[config.mk]
export PLATFORM = sky130hd
export DESIGN_NAME = sub32_seq_flat
export DESIGN_NICKNAME = d
export VERILOG_FILES = /design/src/rtl/sub32_seq_if.sv /design/src/rtl/sub32_seq.sv /design/src/flat_wrapper.sv
export SDC_FILE = /design/constraint.sdc
export NUM_CORES = 1
export LEC_CHECK = 0
export ABC_AREA = 1
export CORE_UTILIZATION = 52
export CTS_CLUSTER_SIZE = 28
export DETAILED_ROUTE_END_ITERATION = 10
export GPL_TIMING_DRIVEN = 0
export PLACE_DENSITY = 0.8
export RECOVER_POWER = 25
export SYNTH_ARGS = -nofsm -noshare
export SYNTH_HDL_FRONTEND = slang
export SYNTH_SLANG_ARGS = --single-unit
[constraint.sdc]
create_clock -name clk -period 4.7 [get_ports clk]
set_input_delay 0.94 -clock clk [delete_from_list [all_inputs] [get_ports clk]]
set_output_delay 0.94 -clock clk [all_outputs]
set_load 0.02 [all_outputs]
[src/rtl/sub32_seq_if.sv]
// Request/result bundle for the byte-serial 32-bit subtractor.
// The master drives the operands and start; the slave returns the result and flags.
interface sub32_seq_if;
    logic        start;
    logic [31:0] a;
    logic [31:0] b;
    logic        bi;
    logic        busy;
    logic        done;
    logic [31:0] d;
    logic        bo;
    logic        ovf;
    logic        zero;

    modport master (
        output start, a, b, bi,
        input  busy, done, d, bo, ovf, zero
    );

    modport slave (
        input  start, a, b, bi,
        output busy, done, d, bo, ovf, zero
    );
endinterface

[src/rtl/sub32_seq.sv]
// Multi-cycle 32-bit subtractor: a - b - bi, one byte per cycle, LSB first,
// through a single 8-bit borrow-chained slice, with borrow/overflow/zero flags.
module sub32_seq (
    input  logic        clk,
    input  logic        reset,
    sub32_seq_if.slave  bus
);
    typedef enum logic [1:0] {IDLE, RUN, DONE} state_t;

    state_t      state, state_next;
    logic [1:0]  cnt, cnt_next;
    logic [31:0] a_reg, a_next;
    logic [31:0] b_reg, b_next;
    logic [31:0] d_reg, d_next;
    logic        borrow, borrow_next;
    logic        bo_reg, bo_next;
    logic        ovf_reg, ovf_next;
    logic        zero_reg, zero_next;

    logic [4:0]  base;
    logic [8:0]  slice;
    logic [31:0] d_slice;

    always_ff @(posedge clk) begin
        if (reset) begin
            state    <= IDLE;
            cnt      <= 2'd0;
            a_reg    <= 32'h0;
            b_reg    <= 32'h0;
            d_reg    <= 32'h0;
            borrow   <= 1'b0;
            bo_reg   <= 1'b0;
            ovf_reg  <= 1'b0;
            zero_reg <= 1'b0;
        end else begin
            state    <= state_next;
            cnt      <= cnt_next;
            a_reg    <= a_next;
            b_reg    <= b_next;
            d_reg    <= d_next;
            borrow   <= borrow_next;
            bo_reg   <= bo_next;
            ovf_reg  <= ovf_next;
            zero_reg <= zero_next;
        end
    end

    // Flags are computed from d with the final byte merged in, so they land on
    // the same edge as the last byte rather than one cycle later.
    always_comb begin
        state_next  = state;
        cnt_next    = cnt;
        a_next      = a_reg;
        b_next      = b_reg;
        d_next      = d_reg;
        borrow_next = borrow;
        bo_next     = bo_reg;
        ovf_next    = ovf_reg;
        zero_next   = zero_reg;

        base    = {cnt, 3'b000};
        slice   = {1'b0, a_reg[base +: 8]} - {1'b0, b_reg[base +: 8]} - {8'b0, borrow};
        d_slice = d_reg;
        d_slice[base +: 8] = slice[7:0];

        case (state)
            IDLE, DONE: begin
                if (bus.start) begin
                    a_next      = bus.a;
                    b_next      = bus.b;
                    borrow_next = bus.bi;
                    d_next      = 32'h0;
                    cnt_next    = 2'd0;
                    state_next  = RUN;
                end else begin
                    state_next  = IDLE;
                end
            end
            RUN: begin
                d_next      = d_slice;
                borrow_next = slice[8];
                cnt_next    = cnt + 2'd1;
                if (cnt == 2'd3) begin
                    state_next = DONE;
                    bo_next    = slice[8];
                    ovf_next   = (a_reg[31] ^ b_reg[31]) & (d_slice[31] ^ a_reg[31]);
                    zero_next  = (d_slice == 32'h0);
                end
            end
            default: begin
                state_next = IDLE;
            end
        endcase
    end

    assign bus.busy = (state == RUN);
    assign bus.done = (state == DONE);
    assign bus.d    = d_reg;
    assign bus.bo   = bo_reg;
    assign bus.ovf  = ovf_reg;
    assign bus.zero = zero_reg;
endmodule
[src/flat_wrapper.sv]
// flat-port wrapper written by rule: the top's interface ports become plain ports
module sub32_seq_flat 
  (clk, reset, bus_start, bus_a, bus_b, bus_bi, bus_busy, bus_done, bus_d, bus_bo, bus_ovf, bus_zero);
  sub32_seq_if bus_i ();
  input  logic clk;
  input  logic reset;
  input wire logic [$bits(bus_i.start)-1:0] bus_start;
  input wire logic [$bits(bus_i.a)-1:0] bus_a;
  input wire logic [$bits(bus_i.b)-1:0] bus_b;
  input wire logic [$bits(bus_i.bi)-1:0] bus_bi;
  output wire logic [$bits(bus_i.busy)-1:0] bus_busy;
  output wire logic [$bits(bus_i.done)-1:0] bus_done;
  output wire logic [$bits(bus_i.d)-1:0] bus_d;
  output wire logic [$bits(bus_i.bo)-1:0] bus_bo;
  output wire logic [$bits(bus_i.ovf)-1:0] bus_ovf;
  output wire logic [$bits(bus_i.zero)-1:0] bus_zero;
  assign bus_i.start = bus_start;
  assign bus_i.a = bus_a;
  assign bus_i.b = bus_b;
  assign bus_i.bi = bus_bi;
  assign bus_busy = bus_i.busy;
  assign bus_done = bus_i.done;
  assign bus_d = bus_i.d;
  assign bus_bo = bus_i.bo;
  assign bus_ovf = bus_i.ovf;
  assign bus_zero = bus_i.zero;
  sub32_seq u_core (.clk(clk), .reset(reset), .bus(bus_i));
endmodule
==> run summary <==
Most used DFF post-synth: dfxtp_1
Clock Path Buffers: 2
Netlist Area Pre-Place: 0.00526 mm^2
DRT antenna net count: 0
Count leader, synth: nor2_1
Port Buffers: 104
Max Transition Viols Final: 0
P per Cell Area: 356 mW/mm^2
Startpoint Class: register
Fin crit share: 0.933
Clock transition at path regs: 90 ps
Relative slew slack: 0.345
Crit-path cells: buf_6, buf_2, clkbuf_2, nand2_1, a32o_1, fa_1, fa_1, nand3_1, nor2_1, nor2_1, nand3_1, nor2_1, nand2_1, nor2_1, nand4_1, nor2_1, nand3_1, nor2_1, nand3_1, a21oi_1
Core area: 0.00977 mm^2
VDD IR max: 160 uV
Die X: 103 um
Hpwl dp: 12800 um
First-pass DRT Iterations: 5
Final #Nets: 990
Clock latency on the worst-skew pair: 370 ps
Post-synthesis cell type count: 34
WP data required: 5010 ps
Placer Congestion: 0.972
Crit-path most repeated cell: nor2_1
Row cnt: 36
Leakage power: 2.73 nW
Max incr delay on CP: 530 ps
CTS buffer count: 9
Actual slew at the worst max-slew pin: 975 ps
Final WL: 16000 um
Hold WC Path Type: reg2reg
Synth async-reset ratio: 0
Antenna violations before repair: 0
Tmin final: 4380 ps
Placement-stage cell area: 0.00647 mm^2
Post-synth EDFFs: 0
Most instantiated cells after synthesis: nor2_1, nand2_1, dfxtp_1
Initial DRC Count: 353
Syn nets: 875
DRC viols: 0
Post-synth top area share: 0.396
CTS sink cnt: 104
Vias in the first global route: 5119
I/O pin count: 105
Status: completed
Max_cap viols: 0
Initial Utilization: 0.538
CTS tree: built
Clock root buffer master: clkbuf_8
Crit Path Class: reg2reg
Vias: 5619
CTS Hold Bufs: 0
Crit path max fanout: 10
Clock skew: 10.2 ps
Count of final setup violators: 0
Arrival time worst endpoint: 4690 ps
Final-report hold violation count: 0
Synth Instances: 787
Fin area: 0.00673 mm^2
Achievable Freq: 0.228 GHz
Global-route wire length before repair: 25600 um
Layout cells sized above 1: 0.0375
GRT Residual Overflow: 0
Ant diodes: 0
Worst path slowest cell: dfxtp_1
H-tree Lvls: 3
Seq/Total Area, Yosys: 0.396
Die height: 103 um
Area Growth Syn to Fin: 27.8%
Synth area leaders: dfxtp_1, nor2_1, nand2_1
Flops & latches, synth: 104
RSZ-0062 raised after global routing: no
Setup TNS: 0 ps
Largest net degree at the start of global routing: 17
Dominant cell type by area after synthesis: dfxtp_1
Avg Cell Area, Syn: 6.69 um^2
Global Route Usage Sum: 0.320
DP Worst Slack: 328 ps
Crit end category: register
WL/cell: 15.4 um
Die area: 0.0105 mm^2
Ys Warns: 0
Worst Slack Setup Final: 316 ps
Vias/cell: 5.40
[cell families after synthesis]
logic type	after synthesis	share of synthesized area
AO/OA/AOI/OAI	174	0.180
XOR/XNOR	1	0.00166
adder cells (fa/ha/maj)	20	0.0504
buffers and inverters	102	0.0747
flip-flops	104	0.396
AND/OR/NAND/NOR	386	0.298
[where the power goes]
part	internal [W]	switching [W]	total, W
logic	0.000274	0.000452	0.000727
registers	0.000937	0.0000399	0.000977
clock network	0.000385	0.000307	0.000693
total	0.00160	0.000800	0.00240
[path summary, 6_finish.rpt]
kind                                                    from                           end  slack, ps  cells after the start
worst max-delay path              u_core.cnt[0]$_SDFFE_PP0P_  u_core.bus.zero$_SDFFE_PP0P_        320                     20
worst min register to register  u_core.bus.zero$_SDFFE_PP0P_  u_core.bus.zero$_SDFFE_PP0P_        480                      2
worst max register to register    u_core.cnt[0]$_SDFFE_PP0P_  u_core.bus.zero$_SDFFE_PP0P_        320                     20
worst min-delay path            u_core.bus.zero$_SDFFE_PP0P_  u_core.bus.zero$_SDFFE_PP0P_        480                      2
[layer usage]
layer	part of all wire	GRT usage	vias to the layer above
met3	0.079	0.0495	25
met1	0.47	0.455	2565
met2	0.44	0.494	240
met4	0.017	0.102	0
met5	0	0	-
li1	-	-	2789
[through the flow]
step,total power (W),util,hold slack [ps],instances
floorplan,0.00148,-,444,787
global placement,0.00169,0.662,457,1024
detailed placement,0.00170,0.662,461,1024
CTS,0.00239,0.688,475,1040
global route,0.00254,0.688,488,1040
finish,0.00240,0.688,479,1040
[cells in the final DEF (no fill, tap or decap), types with 3 or more instances in the layout]
master           netlist  routed
nand3_2                5       5
clkbuf_1              38      38
nand2_1              160     160
nand4_1                9       9
o22ai_1                7       7
bufinv_16              0       3
a32o_1                 7       7
a2bb2oi_1              4       4
clkdlybuf4s50_1        0     102
nor2_1               177     177
inv_1                 55      56
a21oi_1               51      51
o21ai_0               96      96
nand3_1               25      25
dfxtp_1              104     104
nand2_2                3       3
clkbuf_8               0      11
ha_1                  18      18
[layout make-up]
| type | count | area, um^2 |
|---|---|---|
| repair buffers | 104 | 1040 |
| flip-flops and latches | 104 | 2080 |
| clock buffers | 12 | 155 |
| inverters | 60 | 225 |
| clock inverters | 4 | 98.8 |
| fillers | 872 | 3050 |
| plain buffers | 42 | 169 |
| well taps | 133 | 166 |
| multi-input cells | 581 | 2790 |
[critical path, delay by kind of cell, from the launching register on]
family / cells / cell delay [ps]
compound gates: 2 / 430
fa+ha+maj: 2 / 980
buf+inv: 3 / 740
flops: 1 / 530
simple gates: 13 / 1650
[timing repair]
item / in CTS / in global routing
setup endpoints to repair: 0 / 1
setup buffers: 0 / 0
gates resized for setup: 0 / 2
(Power assumes the default switching activity.)
